<file path="src/rtl/board_led_ctrl_if.sv">
// Configuration write port for board_led_ctrl: one write at a time, gated by cfg_ready.
interface board_led_ctrl_if #(
    parameter int NUM_RGB  = 4,
    parameter int PWM_BITS = 8
);
    localparam int ADDR_W = (NUM_RGB > 1) ? $clog2(NUM_RGB) : 1;

    logic                cfg_wr;
    logic [ADDR_W-1:0]   cfg_addr;
    logic [1:0]          cfg_mode;
    logic [2:0]          cfg_color;
    logic [PWM_BITS-1:0] cfg_duty;
    logic                cfg_ready;

    modport master (
        output cfg_wr, cfg_addr, cfg_mode, cfg_color, cfg_duty,
        input  cfg_ready
    );

    modport slave (
        input  cfg_wr, cfg_addr, cfg_mode, cfg_color, cfg_duty,
        output cfg_ready
    );
endinterface

</file>
<file path="src/rtl/board_led_ctrl.sv">
// Board LED/button controller: debounced buttons, per-channel RGB modes with period-aligned updates.
// Optional heartbeat output enabled by defining BOARD_LED_CTRL_HEARTBEAT_EN.
module board_led_ctrl #(
    parameter int NUM_BTN          = 4,
    parameter int NUM_RGB          = 4,
    parameter int PWM_BITS         = 8,
    parameter int DEBOUNCE_CYCLES  = 100000,
    parameter int BLINK_CYCLES     = 50000000,
    parameter int HEARTBEAT_CYCLES = 50000000
) (
    input  logic               clk,
    input  logic               reset_n,
    input  logic [NUM_BTN-1:0] btn_in,
    output logic [NUM_BTN-1:0] btn_level,
    output logic [NUM_BTN-1:0] btn_press,
    board_led_ctrl_if.slave    cfg,
    output logic [NUM_RGB-1:0] led_r,
    output logic [NUM_RGB-1:0] led_g,
    output logic [NUM_RGB-1:0] led_b,
    output logic               heartbeat
);
    localparam int ADDR_W = (NUM_RGB > 1) ? $clog2(NUM_RGB) : 1;
    localparam int DB_W   = (DEBOUNCE_CYCLES > 1) ? $clog2(DEBOUNCE_CYCLES) : 1;
    localparam int BL_W   = (BLINK_CYCLES > 1) ? $clog2(BLINK_CYCLES) : 1;
    localparam logic [DB_W-1:0]   DB_LAST = DB_W'(DEBOUNCE_CYCLES - 1);
    localparam logic [BL_W-1:0]   BL_LAST = BL_W'(BLINK_CYCLES - 1);
    localparam logic [ADDR_W:0]   RGB_LIM = (ADDR_W + 1)'(NUM_RGB);
    localparam logic [1:0] MODE_OFF = 2'd0, MODE_ON = 2'd1, MODE_BLINK = 2'd2;

    if (DEBOUNCE_CYCLES < 1 || BLINK_CYCLES < 1 || HEARTBEAT_CYCLES < 1) begin : g_param_chk
        $error("board_led_ctrl: cycle-count parameters must be at least 1");
    end

    genvar gi;

    // Buttons: 2-flop synchroniser, then a counter that must see a stable mismatch for DEBOUNCE_CYCLES
    generate
        for (gi = 0; gi < NUM_BTN; gi++) begin : g_btn
            logic            sync1_reg, sync2_reg, level_reg, press_reg;
            logic [DB_W-1:0] db_cnt_reg;

            always_ff @(posedge clk or negedge reset_n) begin
                if (!reset_n) begin
                    sync1_reg  <= 1'b0;
                    sync2_reg  <= 1'b0;
                    level_reg  <= 1'b0;
                    press_reg  <= 1'b0;
                    db_cnt_reg <= '0;
                end else begin
                    sync1_reg <= btn_in[gi];
                    sync2_reg <= sync1_reg;
                    press_reg <= 1'b0;
                    if (sync2_reg == level_reg) begin
                        db_cnt_reg <= '0;
                    end else if (db_cnt_reg == DB_LAST) begin
                        level_reg  <= sync2_reg;
                        press_reg  <= sync2_reg;
                        db_cnt_reg <= '0;
                    end else begin
                        db_cnt_reg <= db_cnt_reg + 1'b1;
                    end
                end
            end

            assign btn_level[gi] = level_reg;
            assign btn_press[gi] = press_reg;
        end
    endgenerate

    logic [PWM_BITS-1:0] pwm_cnt_reg;
    logic [BL_W-1:0]     blink_cnt_reg;
    logic                blink_phase_reg;
    logic                period_end;

    assign period_end = &pwm_cnt_reg;

    always_ff @(posedge clk or negedge reset_n) begin
        if (!reset_n) begin
            pwm_cnt_reg     <= '0;
            blink_cnt_reg   <= '0;
            blink_phase_reg <= 1'b0;
        end else begin
            pwm_cnt_reg <= pwm_cnt_reg + 1'b1;
            if (blink_cnt_reg == BL_LAST) begin
                blink_cnt_reg   <= '0;
                blink_phase_reg <= ~blink_phase_reg;
            end else begin
                blink_cnt_reg <= blink_cnt_reg + 1'b1;
            end
        end
    end

    // Write handshake: a write accepted on a boundary cycle waits for the following boundary
    typedef enum logic {CFG_IDLE, CFG_PEND} cfg_state_t;
    cfg_state_t          state_reg, state_next;
    logic                accept, apply, addr_ok;
    logic [ADDR_W-1:0]   shadow_addr_reg;
    logic [1:0]          shadow_mode_reg;
    logic [2:0]          shadow_color_reg;
    logic [PWM_BITS-1:0] shadow_duty_reg;

    assign addr_ok       = ({1'b0, cfg.cfg_addr} < RGB_LIM);
    assign cfg.cfg_ready = (state_reg == CFG_IDLE);

    always_comb begin
        state_next = state_reg;
        accept     = 1'b0;
        apply      = 1'b0;
        case (state_reg)
            CFG_IDLE: begin
                if (cfg.cfg_wr && addr_ok) begin
                    accept     = 1'b1;
                    state_next = CFG_PEND;
                end
            end
            CFG_PEND: begin
                if (period_end) begin
                    apply      = 1'b1;
                    state_next = CFG_IDLE;
                end
            end
            default: state_next = CFG_IDLE;
        endcase
    end

    always_ff @(posedge clk or negedge reset_n) begin
        if (!reset_n) begin
            state_reg        <= CFG_IDLE;
            shadow_addr_reg  <= '0;
            shadow_mode_reg  <= MODE_OFF;
            shadow_color_reg <= '0;
            shadow_duty_reg  <= '0;
        end else begin
            state_reg <= state_next;
            if (accept) begin
                shadow_addr_reg  <= cfg.cfg_addr;
                shadow_mode_reg  <= cfg.cfg_mode;
                shadow_color_reg <= cfg.cfg_color;
                shadow_duty_reg  <= cfg.cfg_duty;
            end
        end
    end

    generate
        for (gi = 0; gi < NUM_RGB; gi++) begin : g_ch
            logic [1:0]          mode_reg;
            logic [2:0]          color_reg;
            logic [PWM_BITS-1:0] duty_reg;
            logic                r_reg, g_reg, b_reg;
            logic                drive;

            always_comb begin
                drive = 1'b0;
                case (mode_reg)
                    MODE_OFF:   drive = 1'b0;
                    MODE_ON:    drive = 1'b1;
                    MODE_BLINK: drive = blink_phase_reg;
                    default:    drive = (pwm_cnt_reg < duty_reg);
                endcase
            end

            always_ff @(posedge clk or negedge reset_n) begin
                if (!reset_n) begin
                    mode_reg  <= MODE_OFF;
                    color_reg <= '0;
                    duty_reg  <= '0;
                    r_reg     <= 1'b0;
                    g_reg     <= 1'b0;
                    b_reg     <= 1'b0;
                end else begin
                    if (apply && shadow_addr_reg == ADDR_W'(gi)) begin
                        mode_reg  <= shadow_mode_reg;
                        color_reg <= shadow_color_reg;
                        duty_reg  <= shadow_duty_reg;
                    end
                    r_reg <= color_reg[2] & drive;
                    g_reg <= color_reg[1] & drive;
                    b_reg <= color_reg[0] & drive;
                end
            end

            assign led_r[gi] = r_reg;
            assign led_g[gi] = g_reg;
            assign led_b[gi] = b_reg;
        end
    endgenerate

`ifdef BOARD_LED_CTRL_HEARTBEAT_EN
    localparam int HB_W = (HEARTBEAT_CYCLES > 1) ? $clog2(HEARTBEAT_CYCLES) : 1;
    localparam logic [HB_W-1:0] HB_LAST = HB_W'(HEARTBEAT_CYCLES - 1);
    logic [HB_W-1:0] hb_cnt_reg;
    logic            hb_reg;

    always_ff @(posedge clk or negedge reset_n) begin
        if (!reset_n) begin
            hb_cnt_reg <= '0;
            hb_reg     <= 1'b0;
        end else if (hb_cnt_reg == HB_LAST) begin
            hb_cnt_reg <= '0;
            hb_reg     <= ~hb_reg;
        end else begin
            hb_cnt_reg <= hb_cnt_reg + 1'b1;
        end
    end

    assign heartbeat = hb_reg;
`else
    assign heartbeat = 1'b0;
`endif
endmodule

</file>
<file path="src/flat_wrapper.sv">
// flat-port wrapper written by rule: the top's interface ports become plain ports
module board_led_ctrl_flat 
#(
    parameter int NUM_BTN          = 4,
    parameter int NUM_RGB          = 4,
    parameter int PWM_BITS         = 8,
    parameter int DEBOUNCE_CYCLES  = 100000,
    parameter int BLINK_CYCLES     = 50000000,
    parameter int HEARTBEAT_CYCLES = 50000000
)
  (clk, reset_n, btn_in, btn_level, btn_press, led_r, led_g, led_b, heartbeat, cfg_cfg_wr, cfg_cfg_addr, cfg_cfg_mode, cfg_cfg_color, cfg_cfg_duty, cfg_cfg_ready);
  board_led_ctrl_if #(.NUM_RGB(NUM_RGB), .PWM_BITS(PWM_BITS)) cfg_i ();
  input  logic clk;
  input  logic reset_n;
  input  logic [NUM_BTN-1:0] btn_in;
  output logic [NUM_BTN-1:0] btn_level;
  output logic [NUM_BTN-1:0] btn_press;
  output logic [NUM_RGB-1:0] led_r;
  output logic [NUM_RGB-1:0] led_g;
  output logic [NUM_RGB-1:0] led_b;
  output logic heartbeat;
  input wire logic [$bits(cfg_i.cfg_wr)-1:0] cfg_cfg_wr;
  input wire logic [$bits(cfg_i.cfg_addr)-1:0] cfg_cfg_addr;
  input wire logic [$bits(cfg_i.cfg_mode)-1:0] cfg_cfg_mode;
  input wire logic [$bits(cfg_i.cfg_color)-1:0] cfg_cfg_color;
  input wire logic [$bits(cfg_i.cfg_duty)-1:0] cfg_cfg_duty;
  output wire logic [$bits(cfg_i.cfg_ready)-1:0] cfg_cfg_ready;
  assign cfg_i.cfg_wr = cfg_cfg_wr;
  assign cfg_i.cfg_addr = cfg_cfg_addr;
  assign cfg_i.cfg_mode = cfg_cfg_mode;
  assign cfg_i.cfg_color = cfg_cfg_color;
  assign cfg_i.cfg_duty = cfg_cfg_duty;
  assign cfg_cfg_ready = cfg_i.cfg_ready;
  board_led_ctrl #(.NUM_BTN(NUM_BTN), .NUM_RGB(NUM_RGB), .PWM_BITS(PWM_BITS), .DEBOUNCE_CYCLES(DEBOUNCE_CYCLES), .BLINK_CYCLES(BLINK_CYCLES), .HEARTBEAT_CYCLES(HEARTBEAT_CYCLES)) u_core (.clk(clk), .reset_n(reset_n), .btn_in(btn_in), .btn_level(btn_level), .btn_press(btn_press), .cfg(cfg_i), .led_r(led_r), .led_g(led_g), .led_b(led_b), .heartbeat(heartbeat));
endmodule
</file>
<file path="config.mk">
export PLATFORM = sky130hd
export DESIGN_NAME = board_led_ctrl_flat
export DESIGN_NICKNAME = d
export VERILOG_FILES = /design/src/rtl/board_led_ctrl_if.sv /design/src/rtl/board_led_ctrl.sv /design/src/flat_wrapper.sv
export SDC_FILE = /design/constraint.sdc
export NUM_CORES = 1
export LEC_CHECK = 0
export ABC_AREA = 1
export CORE_UTILIZATION = 50
export CTS_CLUSTER_DIAMETER = 50
export DETAILED_ROUTE_END_ITERATION = 16
export PLACE_DENSITY = 0.7
export SYNTH_ARGS = -nofsm -noshare
export SYNTH_HDL_FRONTEND = slang
export SYNTH_SLANG_ARGS = --single-unit
</file>
<file path="constraint.sdc">
create_clock -name clk -period 2.3 [get_ports clk]
set_input_delay 0.69 -clock clk [delete_from_list [all_inputs] [get_ports clk]]
set_output_delay 0.69 -clock clk [all_outputs]
set_load 0.1 [all_outputs]
</file>
==> results of run 1 <==
cells in the mapped netlist (all sizes together):
library cell	count
dfrtp	199
nand3	46
nand2b	1
o21ai	68
clkbuf	8
or2	2
buf	26
nor3	42
and2	2
nand4	23
nor2	198
nand3b	3
nand2	258
nor3b	8
xor2	33
a211oi	1
a21o	3
mux2	1
o21a	6
o21bai	2
a31oi	1
xnor2	7
inv	163
nor4	2
a21oi	45
ha	34
conb	1
critical path, stage by stage, from the launching register on:
cell,delay (ns)
dfrtp_1,0.46
ha_1,0.24
nand3_2,0.12
nor3b_4,0.33
nand3_2,0.43
nand2_1,0.17
o21ai_0,0.10
routing by layer:
layer,up-vias,wire (um),part of all wire [%]
li1,3793,-,-
met1,3449,9450,51
met2,107,8260,44
met3,24,666,3.6
met4,0,310,1.7
met5,-,0,0
layout make-up:
type                    instances  area share, %
clock inverters                14           1.28
inverters                     163           5.59
flip-flops and latches        199           45.5
well taps                     260           2.97
repair buffers                 54           4.79
clock buffers                  18           3.92
multi-input cells             787           35.9
worst paths after layout:
check | cells past startpoint | from | endpoint
min in group clk | 0 | u_core.g_btn[3].sync1_reg$_DFF_PN0_ | u_core.g_btn[3].sync2_reg$_DFF_PN0_
max in group asynchronous | 2 | reset_n | u_core.blink_cnt_reg[24]$_DFF_PN0_
worst max register to register | 6 | u_core.pwm_cnt_reg[1]$_DFF_PN0_ | u_core.g_ch[1].mode_reg[1]$_DFFE_PN0P_
worst min register to register | 0 | u_core.g_btn[3].sync1_reg$_DFF_PN0_ | u_core.g_btn[3].sync2_reg$_DFF_PN0_
worst min-delay path | 1 | reset_n | u_core.g_btn[1].db_cnt_reg[8]$_DFF_PN0_
worst max-delay path | 6 | u_core.pwm_cnt_reg[1]$_DFF_PN0_ | u_core.g_ch[1].mode_reg[1]$_DFFE_PN0P_
logic make-up after synthesis:
group | Yosys count
AOI/OAI and AO/OA | 126
buffers and inverters | 197
muxes | 1
adders and majority gates | 34
xor gates and xnor gates | 40
and+or+nand+nor | 585
DFF | 199
other | 1
per-stage QoR:
| stage | total power [uW] | hold slack, ns | utilization, % | cells |
|---|---|---|---|---|
| 2_1_floorplan | 3740 | 0.331 | - | 1183 |
| 3_3_place_gp | 3910 | 0.335 | 54.9 | 1463 |
| 3_5_place_dp | 3920 | 0.337 | 54.9 | 1463 |
| 4_1_cts | 6830 | 0.130 | 57.9 | 1495 |
| 5_1_grt | 7000 | 0.139 | 57.9 | 1495 |
| 6_report | 6750 | 0.138 | 57.9 | 1495 |
power groups by stage:
| stage | Sequential (uW) | Combinational (uW) | Clock (uW) |
|---|---|---|---|
| after global routing | 3590 | 296 | 3110 |
| after detailed placement | 3650 | 265 | 0 |
| after CTS | 3580 | 266 | 2980 |
| final | 3580 | 257 | 2910 |
| after global placement | 3650 | 260 | 0 |
| after floorplan | 3650 | 96.8 | 0 |
==> results.cfg, run 1 <==
[clock_network]
clock_sinks = 199
cts_tree = yes
cts_resized = 0
cts.htree.levels = 4
path_clk_slew_ns = 0.07
cts_hold_buf = 0
numCtsBuffers = 17
postCtsSetupRepairBufs = 0
clockBufferDepth = 2
clockRootBuffer = clkbuf_16
clk_latency_ns = 0.43

[power]
sw_frac_of_total_pct = 23.6
pwr-share-seq_pct = 53.1
power.switching_uw = 1590
ir_drop_uv = 418
pwr-share-clk_pct = 43.1
intPower_uw = 5150
leakagePower_uw = 0.00502
comb_power_share_pct = 3.8
pwr_density_cell_mw_per_mm2 = 617

[logic_synthesis]
synthAdderAreaFrac_pct = 4.37
muxShareOfSynthArea_pct = 0.116
synth_seq_cells = 199
ys_types = 38
synth_compound_area_share_pct = 6.80
synth_cells = 1183
synth_nets = 1239
postSynthAreaPerCell_um2 = 8.23
synth_area_leaders = dfrtp_1, nand2_1, nor2_1
synthSimpleGateAreaFrac_pct = 25.4
synth_xor_area_share_pct = 3.60
synth_warnings = 0
synth_top_area_share_pct = 51.1
synth_top_family_by_area = simple AND/OR/NAND/NOR gates
synth_top_area_cell = dfrtp_1
netlist_area_mm2 = 0.00974
synth_seq_area_share_pct = 51.1

[timing]
fin_ws_ns = 0.318
setup_viol = 0
min_period_ns = 1.98
finalCritPeriodShare_pct = 86.2
slew_viol_final = 0
timing.fmax_mhz = 504
fin_tns_setup_ns = 0
relSlewSlack_pct = 65.6
tightestPinTransition_ns = 0.514
final-hold-violation-count = 0
skew_ns = 0.00839
rsz0062_at_grt = false

[finish]
num_antenna_cells = 0
final_common_cell = nand2_1
multi_input_area_mm2 = 0.00393
seqCellArea_mm2 = 0.00498
layout_common_cells = nand2_1, dfrtp_1, nor2_1
final_area_mm2 = 0.0109
largest_register_ffs = 68
fillers = 1775
final_net_count = 1278
area_growth_pct = 12.3
drive_gt1_share_pct = 6.23

[route]
num_vias = 7373
drt_iter0_drc = 450
post-route-drc-count = 0
first_pass_iters = 5
ant_nets = 0
wl_per_cell_um = 12.5
routed_via_density = 4.93
routed_wl_um = 18700

[grt]
grt_max_degree = 47
grt_first_pass_wirelength_um = 32400
grt_util_met2_pct = 31.1
grt-ovfl-total = 0
grt_pass1_vias = 6936
met1_usage_pct = 29.2
antenna_found_initial = 0
grt_use_met3_pct = 3.88
track_usage_pct = 20.3
top_usage_layer = met2

[run]
cap_violations = 0

[outcome]
status = finished clean

[floorplan]
die-area_mm2 = 0.0200
start_util_pct = 51.5
rows = 50
die_w_um = 142
io_pins = 44
dieHeight_um = 142
core_area_mm2 = 0.0189

[setup_path]
cp.arrival_ns = 2.28
crit_path_start_kind = flop
required_ns = 2.60
crit_fanout = 26
critical_path_class = flop to flop
cp-end-kind = flop
r2r_slack_ns = 0.32

[min_path]
hold_path_class = primary input to asynchronous set/reset pin

[place]
gp_congestion = 0.894
place_ws_ns = 0.334
io_buffers = 42
dpl_cell_area_mm2 = 0.0104
place_hpwl_um = 13600
Power figures use the tool's default switching activity.
==> run 2, diff against run 1 <==
--- a/config.mk
+++ b/config.mk
@@ -6,9 +6,11 @@
 export NUM_CORES = 1
 export LEC_CHECK = 0
 export ABC_AREA = 1
+export CORE_MARGIN = 2
 export CORE_UTILIZATION = 50
 export CTS_CLUSTER_DIAMETER = 50
 export DETAILED_ROUTE_END_ITERATION = 16
+export GPL_ROUTABILITY_DRIVEN = 0
 export PLACE_DENSITY = 0.7
 export SYNTH_ARGS = -nofsm -noshare
 export SYNTH_HDL_FRONTEND = slang
==> run 2 against run 1 <==
  * Total power shrank 0.38%
  * Largest power group unchanged
  * Die area up 2.8%
  * Utilization shrank 1.1 points
  * Setup slack lost 0.046 ns
  * Critical endpoint is now u_core.g_ch[1].duty_reg[0]$_DFFE_PN0P_
  * Cell area is 0.14% higher
  * Clock skew grew 0.0041 ns
  * Clock power barely moved
  * Sequential power about the same
  * Global-route usage is 0.57 points lower
  * Critical path depth down 1
  * Non-clock buffer count is 2 lower
  * Via count is 0.22% lower
==> results.cfg, run 2 (synthesis results as in run 1) <==
[setup_path]
required_ns = 2.64
crit_start = u_core.pwm_cnt_reg[1]$_DFF_PN0_
path_buf_inv = 0
crit_fanout = 26
slowest_stage = dfrtp_1
cpPeakStageDelay_ns = 0.46
cp.arrival_ns = 2.37
worstReg2RegStart = u_core.pwm_cnt_reg[1]$_DFF_PN0_
r2r_end = u_core.g_ch[1].duty_reg[0]$_DFFE_PN0P_
cpMostUsedCell = nand3_2
cp-end-kind = flop
crit_path_start_kind = flop
critPathTopFamily = simple AND/OR/NAND/NOR gates
critical_path_class = flop to flop
r2r_slack_ns = 0.27
path_cells = ha_1, nand3_2, nor3b_4, nand3_2, o21ai_0
rr_worst_depth = 5

[place]
dp_cells = 1466
place_hpwl_um = 13500
io_buffers = 42

[finish]
layout_common_cells = nand2_1, dfrtp_1, nor2_1
largest_register_ffs = 68
num_antenna_cells = 0
drive_gt1_share_pct = 6.16
stdcell_count = 1499
area_growth_pct = 12.5
final_common_cell = nand2_1
final_net_count = 1277
fin_util_pct = 56.8

[timing]
setup_viol = 0
rsz0062_at_grt = true
skew_ns = 0.0125
finalCritPeriodShare_pct = 88.2
timing.fmax_mhz = 493
slew_viol_final = 0
fin_hold_ws_ns = 0.209
tightestPinTransition_ns = 0.548
final-hold-violation-count = 0
min_period_ns = 2.03
relSlewSlack_pct = 63.3

[route]
num_vias = 7357
wl_per_cell_um = 12.4
first_pass_iters = 5
post-route-drc-count = 0
routed_wl_um = 18600
routed_via_density = 4.91
ant_nets = 0
drt_iter0_drc = 376

[clock_network]
path_clk_slew_ns = 0.08
clockBufferDepth = 2
numCtsBuffers = 17
cts.htree.levels = 4
clock_sinks = 199
clockRootBuffer = clkbuf_16
cts_hold_buf = 0
clk_latency_ns = 0.44
cts_tree = yes

[floorplan]
start_util_pct = 50.5
rows = 51
io_pins = 44
die_w_um = 144
dieHeight_um = 144
die-area_mm2 = 0.0206
core_area_mm2 = 0.0193

[power]
leakagePower_uw = 0.00502
pwr_density_cell_mw_per_mm2 = 614
ir_drop_uv = 496

[outcome]
status = finished clean

[grt]
grt_pass1_vias = 6862
top_usage_layer = met2
grt_util_met2_pct = 30.2
grt_max_degree = 51
grt_first_pass_wirelength_um = 32400
met1_usage_pct = 28.8
track_usage_pct = 19.7
antenna_found_initial = 0
grt_use_met3_pct = 3.83
grt-ovfl-total = 0

[min_path]
hold_path_class = primary input to asynchronous set/reset pin

[run]
cap_violations = 0
## run 2: through the flow
step	total power [uW]	setup slack (ns)	area [um2]	TNS, ns
CTS	6800	0.253	10900	0
floorplan	3740	0.531	9740	0
detailed placement	3920	0.276	10400	0
global placement	3910	0.371	10400	0
finish	6720	0.272	11000	0
global route	7010	-0.0416	11000	-0.109
## run 2: worst reg2reg max path: cells and delay by family (launching register included)
kind                     cells  cell delay, ns
AO/OA/AOI/OAI                1            0.34
adder cells (fa/ha/maj)      1            0.24
flip-flops                   1            0.46
AND/OR/NAND/NOR              3            0.90
## run 2: final cells by class
cell class,count,area (um2)
fill,1753,8320
clock buffer,18,429
clock inverter,14,140
timing repair buffer,52,522
inverter,163,612
sequential,199,4980
tap,265,332
multi-input combinational,788,3940
## run 2: metal layers
layer  up-vias  part of all wire (%)
met4         0                   1.1
li1       3794                     -
met3        17                   3.4
met5         -                     0
met2       117                    45
met1      3429                    51
## run 2: worst max path at each step
| stage | cells past startpoint | endpoint | slack [ns] |
|---|---|---|---|
| after detailed placement | 6 | u_core.g_ch[2].duty_reg[4]$_DFFE_PN0P_ | 0.28 |
| final | 5 | u_core.g_ch[1].duty_reg[0]$_DFFE_PN0P_ | 0.27 |
| after global routing | 5 | u_core.g_ch[0].duty_reg[6]$_DFFE_PN0P_ | -0.04 |
| after floorplan | 5 | u_core.shadow_color_reg[2]$_DFFE_PN0P_ | 0.53 |
| after CTS | 6 | u_core.g_ch[2].duty_reg[4]$_DFFE_PN0P_ | 0.25 |
| after global placement | 6 | u_core.g_ch[2].color_reg[0]$_DFFE_PN0P_ | 0.37 |
## run 2: where the power goes
part,internal [uW],switching [uW]
combinational,82.0,176
clock,1520,1350
sequential,3550,34.5
total,5160,1570
## run 2: repair_timing
| action | CTS | global route |
|---|---|---|
| buffers inserted | 0 | 0 |
| endpoints found under the setup margin | 0 | 7 |
| gates resized for setup | 0 | 1 |
